`src/rtl/m31_pkg.sv`:
```
// Shared M31 field definitions: modulus, FSM state type and the canon/dbl/addm
// primitives used by both the multiplier and the divider's final reduction.
package m31_pkg;

    localparam int unsigned NB = 31;
    localparam logic [NB-1:0] P = 31'h7FFFFFFF;

    typedef enum logic {IDLE, RUN} state_t;

    function automatic logic [NB-1:0] canon(input logic [NB-1:0] x);
        return (x == P) ? '0 : x;
    endfunction

    // Rotate-left doubles modulo p because 2^NB == 1 (mod p).
    function automatic logic [NB-1:0] dbl(input logic [NB-1:0] x);
        return {x[NB-2:0], x[NB-1]};
    endfunction

    function automatic logic [NB-1:0] addm(input logic [NB-1:0] x, input logic [NB-1:0] y);
        logic [NB:0]   s;
        logic [NB-1:0] t;
        s = {1'b0, x} + {1'b0, y};
        t = s[NB-1:0] + {{(NB-1){1'b0}}, s[NB]};
        return (t == P) ? '0 : t;
    endfunction

endpackage

```
`src/rtl/m31_addm.sv`:
```
// Combinational modular adder over GF(2^31-1); inputs must be canonical.
module m31_addm
    import m31_pkg::*;
(
    input  logic [NB-1:0] i_x,
    input  logic [NB-1:0] i_y,
    output logic [NB-1:0] o_sum
);

    assign o_sum = addm(i_x, i_y);

endmodule

```
`src/rtl/mod_mul_m31.sv`:
```
// Sequential M31 modular multiplier: radix-2 MSB-first double-and-add,
// one multiplier bit per cycle, fixed 31-cycle latency.
module mod_mul_m31 #(
    parameter int unsigned NB = 31
) (
    input  logic          clk,
    input  logic          rst,
    input  logic          opselect,
    input  logic [NB-1:0] a,
    input  logic [NB-1:0] b,
    output logic [NB-1:0] _mul,
    output logic          _rdy,
    output logic          _done
);
    import m31_pkg::*;

    state_t        r_state;
    state_t        w_state_nxt;
    logic [4:0]    r_cnt;
    logic [NB-1:0] r_ra;
    logic [NB-1:0] r_rb;
    logic [NB-1:0] r_acc;
    logic [NB-1:0] w_acc_dbl;
    logic [NB-1:0] w_addend;
    logic [NB-1:0] w_acc_nxt;
    logic          w_start;
    logic          w_last;

    always_ff @(posedge clk) begin
        if (rst) begin
            r_state <= IDLE;
        end else begin
            r_state <= w_state_nxt;
        end
    end

    always_comb begin
        w_state_nxt = r_state;
        w_start     = 1'b0;
        w_last      = 1'b0;
        case (r_state)
            IDLE: begin
                if (opselect) begin
                    w_start     = 1'b1;
                    w_state_nxt = RUN;
                end
            end
            RUN: begin
                if (r_cnt == 5'd0) begin
                    w_last      = 1'b1;
                    w_state_nxt = IDLE;
                end
            end
            default: w_state_nxt = IDLE;
        endcase
    end

    assign w_acc_dbl = dbl(r_acc);
    assign w_addend  = r_rb[r_cnt] ? r_ra : '0;

    m31_addm u_addm (
        .i_x   (w_acc_dbl),
        .i_y   (w_addend),
        .o_sum (w_acc_nxt)
    );

    always_ff @(posedge clk) begin
        if (rst) begin
            r_ra  <= '0;
            r_rb  <= '0;
            r_acc <= '0;
            r_cnt <= '0;
            _mul  <= '0;
            _done <= 1'b0;
        end else begin
            _done <= w_last;
            if (w_start) begin
                r_ra  <= canon(a);
                r_rb  <= canon(b);
                r_acc <= '0;
                r_cnt <= 5'(NB - 1);
            end else if (r_state == RUN) begin
                r_acc <= w_acc_nxt;
                r_cnt <= r_cnt - 5'd1;
                if (w_last) begin
                    _mul <= w_acc_nxt;
                end
            end
        end
    end

    assign _rdy = (r_state == IDLE);

endmodule

```
`config.mk`:
```
export PLATFORM = sky130hd
export DESIGN_NAME = mod_mul_m31
export DESIGN_NICKNAME = d
export VERILOG_FILES = /design/src/rtl/m31_pkg.sv /design/src/rtl/m31_addm.sv /design/src/rtl/mod_mul_m31.sv
export SDC_FILE = /design/constraint.sdc
export NUM_CORES = 1
export LEC_CHECK = 0
export CORE_UTILIZATION = 45
export CTS_CLUSTER_DIAMETER = 100
export CTS_CLUSTER_SIZE = 12
export DETAILED_ROUTE_END_ITERATION = 16
export PLACE_DENSITY = 0.68
export SLEW_MARGIN = 20
export SYNTH_ARGS = -nofsm -noshare
export SYNTH_HDL_FRONTEND = slang
export SYNTH_HIERARCHICAL = 1
export SYNTH_SLANG_ARGS = --single-unit
```
`constraint.sdc`:
```
create_clock -name clk -period 10.5 [get_ports clk]
set_clock_uncertainty 0.2 [all_clocks]
set_input_delay 2.625 -clock clk [delete_from_list [all_inputs] [get_ports clk]]
set_output_delay 2.625 -clock clk [all_outputs]
set_load 0.1 [all_outputs]
```
==> results_tabular.tex <==
\begin{tabular}{lr}
\hline
Metric & Value \\
\hline
\multicolumn{2}{l}{\textbf{Timing}} \\
\quad Slew Viols, Final & 0 \\
\quad Final-report hold violation count & 0 \\
\quad RSZ-0062 raised after global routing & false \\
\quad Final critical-path required period & 8.52 ns \\
\quad Measured slew at the worst slew-check pin & 1.05 ns \\
\quad Setup slack after layout & 1.98 ns \\
\quad Final TNS setup & 0 ns \\
\quad Slew HR & 0.301 \\
\quad Upper clock frequency limit & 117 MHz \\
\quad Final critical-path share of the clock period & 0.812 \\
\quad Number of setup violations in the final report & 0 \\
\multicolumn{2}{l}{\textbf{Clock network}} \\
\quad Reg clk slew, reported paths & 0.07 ns \\
\quad Total of hold buffers inserted after clock tree synthesis & 0 \\
\quad TritonCTS Buffers & 17 \\
\quad Deepest level of the CTS H-tree & 4 \\
\quad Clock latency on the worst-skew pair & 0.43 ns \\
\quad Clk root buf & sky130\_fd\_sc\_hd\_\_clkbuf\_16 \\
\quad Count of instances resized after the clock tree is built & 0 \\
\quad Clock tree from TritonCTS & yes \\
\quad Number of post-CTS setup repair buffers & 0 \\
\quad Number of clock sinks & 131 \\
\quad CTS max path bufs & 2 \\
\multicolumn{2}{l}{\textbf{Route}} \\
\quad Total wire length after detailed routing & 22400 um \\
\quad Detail-routed net length per standard cell & 18.0 um \\
\quad DR top layer & met4 \\
\quad Vias after detailed routing & 7212 \\
\quad Vias per std cell & 5.81 \\
\quad Violation count after the first detailed-routing iteration & 554 \\
\quad Routed met1 length & 10900 um \\
\quad Iteration count of the initial detailed-routing pass & 5 \\
\quad Sum of met2 wire segment lengths after detailed routing & 9990 um \\
\quad Amount of wire on met3 after detailed routing & 1060 um \\
\quad Number of nets still failing antenna checks after routing & 0 \\
\quad Number of DRC violations after detailed routing & 0 \\
\multicolumn{2}{l}{\textbf{Floorplan}} \\
\quad Chip width & 137 um \\
\quad Effective utilization at floorplan & 0.458 \\
\quad Number of core rows & 49 \\
\quad Area of the die & 18800 um2 \\
\quad CORE AREA & 17900 um2 \\
\quad Height of the die & 137 um \\
\quad Number of ports placed on the die boundary & 98 \\
\multicolumn{2}{l}{\textbf{Finish}} \\
\quad Synth-to-Final Area Change & 19.1\% \\
\quad Post-route core utilization & 0.546 \\
\quad Fin nets & 1100 \\
\quad Commonest non-fill, non-tap cells in the layout & sky130\_fd\_sc\_hd\_\_dfxtp\_1 (130), sky130\_fd\_sc\_hd\_\_nand2\_1 (102), sky130\_fd\_sc\_hd\_\_clkdlybuf4s50\_1 (97) \\
\quad \# diodes & 0 \\
\quad Most common cell after layout, fill and taps aside & sky130\_fd\_sc\_hd\_\_dfxtp\_1 \\
\quad Share of post-route cells with drive strength above 1 & 0.103 \\
\quad Post-route insts no fill & 1242 \\
\quad Fill cells & 1675 \\
\multicolumn{2}{l}{\textbf{Worst setup path}} \\
\quad Slowest cell on crit path & sky130\_fd\_sc\_hd\_\_and4\_1 \\
\quad Startpoint type of the worst setup path & flip-flop \\
\quad Worst endpoint required time & 10.60 ns \\
\quad Worst path arrival time & 8.63 ns \\
\quad Endpoint type of the worst setup path & flip-flop \\
\quad Largest driver fanout on the critical path & 31 \\
\quad Type of the setup path with the least slack & flip-flop to flip-flop \\
\quad Maximum single-stage delay on the critical path & 0.89 ns \\
\multicolumn{2}{l}{\textbf{Synthesis}} \\
\quad Syn nets & 1038 \\
\quad Synthesized cell area & 8200 um2 \\
\quad Gate count of the mapped netlist & 938 \\
\quad Cell taking the most area after synthesis & sky130\_fd\_sc\_hd\_\_dfxtp\_1 \\
\quad Number of enable-type register cells in the synthesized netlist & 0 \\
\quad Proportion of register bits with asynchronous set or reset after synthesis & 0 \\
\quad Distinct cells, synth & 80 \\
\quad Share of synthesized area occupied by flip-flops and latches & 0.320 \\
\quad Primary flip-flop cell chosen by synthesis mapping & sky130\_fd\_sc\_hd\_\_dfxtp\_1 \\
\quad Average instance area after synthesis & 8.75 um2 \\
\quad Top cell type's share of synthesized area & 0.320 \\
\quad YS warnings & 6 \\
\quad Number of storage elements in the synthesis netlist & 131 \\
\quad Leading post-synthesis cells by cell area & sky130\_fd\_sc\_hd\_\_dfxtp\_1 (32\%), sky130\_fd\_sc\_hd\_\_a22o\_1 (6.7\%), sky130\_fd\_sc\_hd\_\_ha\_1 (5.2\%) \\
\multicolumn{2}{l}{\textbf{Placed design}} \\
\quad Placed wire-length estimate after detailed placement & 16300 um \\
\quad Final weighted congestion in routability-driven placement & 0.928 \\
\quad IO Port Bufs & 97 \\
\quad Worst slack after detailed placement & 2.14 ns \\
\quad Cells after DPL & 1210 \\
\multicolumn{2}{l}{\textbf{Pwr}} \\
\quad Cell area power density & 134 nW/um2 \\
\quad Peak supply drop & 0.000116 V \\
\quad Leak Pwr & 3.60 nW \\
\multicolumn{2}{l}{\textbf{Flow run}} \\
\quad Count of max-cap constraint violations & 0 \\
\multicolumn{2}{l}{\textbf{Global routing}} \\
\quad Global-route wire length before repair & 35400 um \\
\quad Leftover overflow at the end of global routing & 0 \\
\quad Antenna violations before repair & 0 \\
\quad Vias in the first global route & 6740 \\
\quad Global-route total usage across every layer & 0.246 \\
\quad Largest net degree at the start of global routing & 63 \\
\multicolumn{2}{l}{\textbf{Worst hold path}} \\
\quad Path category of the worst min-delay check & flip-flop to flip-flop \\
\multicolumn{2}{l}{\textbf{Run status}} \\
\quad Result of the run & complete, no violations \\
\hline
\end{tabular}
==> cells by family after synthesis <==
| family | after synthesis | share of synthesized area |
|---|---|---|
| AOI/OAI and AO/OA | 235 | 0.210 |
| DFF | 131 | 0.320 |
| buffers and inverters | 76 | 0.0488 |
| muxes | 41 | 0.0596 |
| xor gates and xnor gates | 56 | 0.0616 |
| adders and majority gates | 35 | 0.0543 |
| and+or+nand+nor | 364 | 0.246 |
==> final timing paths <==
| path | from | to | slack [ns] | depth (start not counted) |
|---|---|---|---|---|
| max | r_cnt[0]$_SDFFE_PP0P_ | r_acc[8]$_SDFFE_PP0P_ | 1.98 | 27 |
| min | _mul[9]$_SDFFE_PP0P_ | _mul[9]$_SDFFE_PP0P_ | 0.25 | 2 |
| max reg2reg | r_cnt[0]$_SDFFE_PP0P_ | r_acc[8]$_SDFFE_PP0P_ | 1.98 | 27 |
| min reg2reg | _mul[9]$_SDFFE_PP0P_ | _mul[9]$_SDFFE_PP0P_ | 0.25 | 2 |
==> flip-flops by register name, indices dropped and copies added (netlist names) <==
register	count
r_state	1
_mul	31
r_acc	31
r_rb	31
r_cnt	5
_done	1
r_ra	31
==> through the flow <==
step	hold slack (ns)	instance area, um2	total power, mW
6_report	0.250	9770	1.31
5_1_grt	0.270	9770	1.35
4_1_cts	0.256	9770	1.32
3_5_place_dp	0.246	9200	0.740
3_3_place_gp	0.243	9200	0.739
2_1_floorplan	0.233	8200	0.686
==> area by class of cell <==
type | instances | area [um2] | area share
flip-flops and latches | 131 | 2620 | 0.269
repair buffers | 105 | 1030 | 0.106
well taps | 229 | 287 | 0.0293
multi-input cells | 731 | 5200 | 0.532
clock buffers | 18 | 439 | 0.0450
inverters | 14 | 52.6 | 0.00538
clock inverters | 14 | 135 | 0.0138
==> report_power, final <==
group	internal [mW]	switching, mW	total, mW
combinational	0.0809	0.116	0.197
clock	0.319	0.260	0.579
sequential	0.517	0.0180	0.535
==> synth_stat cells (all sizes together) (24+ instances only) <==
master	number
clkbuf	36
buf	26
nand4	28
o21ai	24
dfxtp	131
ha	34
nand2	102
xnor2	35
mux2i	32
a22o	63
nor3b	36
a21oi	67
nor2	93
==> worst max-delay path: cells and delay by family (launching register included) <==
kind | cells | cell delay, ns
mux | 2 | 0.85
flops | 1 | 0.63
xor+xnor | 1 | 0.22
simple gates | 14 | 3.71
compound gates | 7 | 1.91
fa+ha+maj | 3 | 0.85
==> per-layer routing <==
layer  vias to the layer above  GRT usage
met5                         -          0
met4                         0     0.0891
met1                      3373      0.334
li1                       3586          -
met2                       221      0.389
met3                        32     0.0422
(Power assumes the default switching activity.)
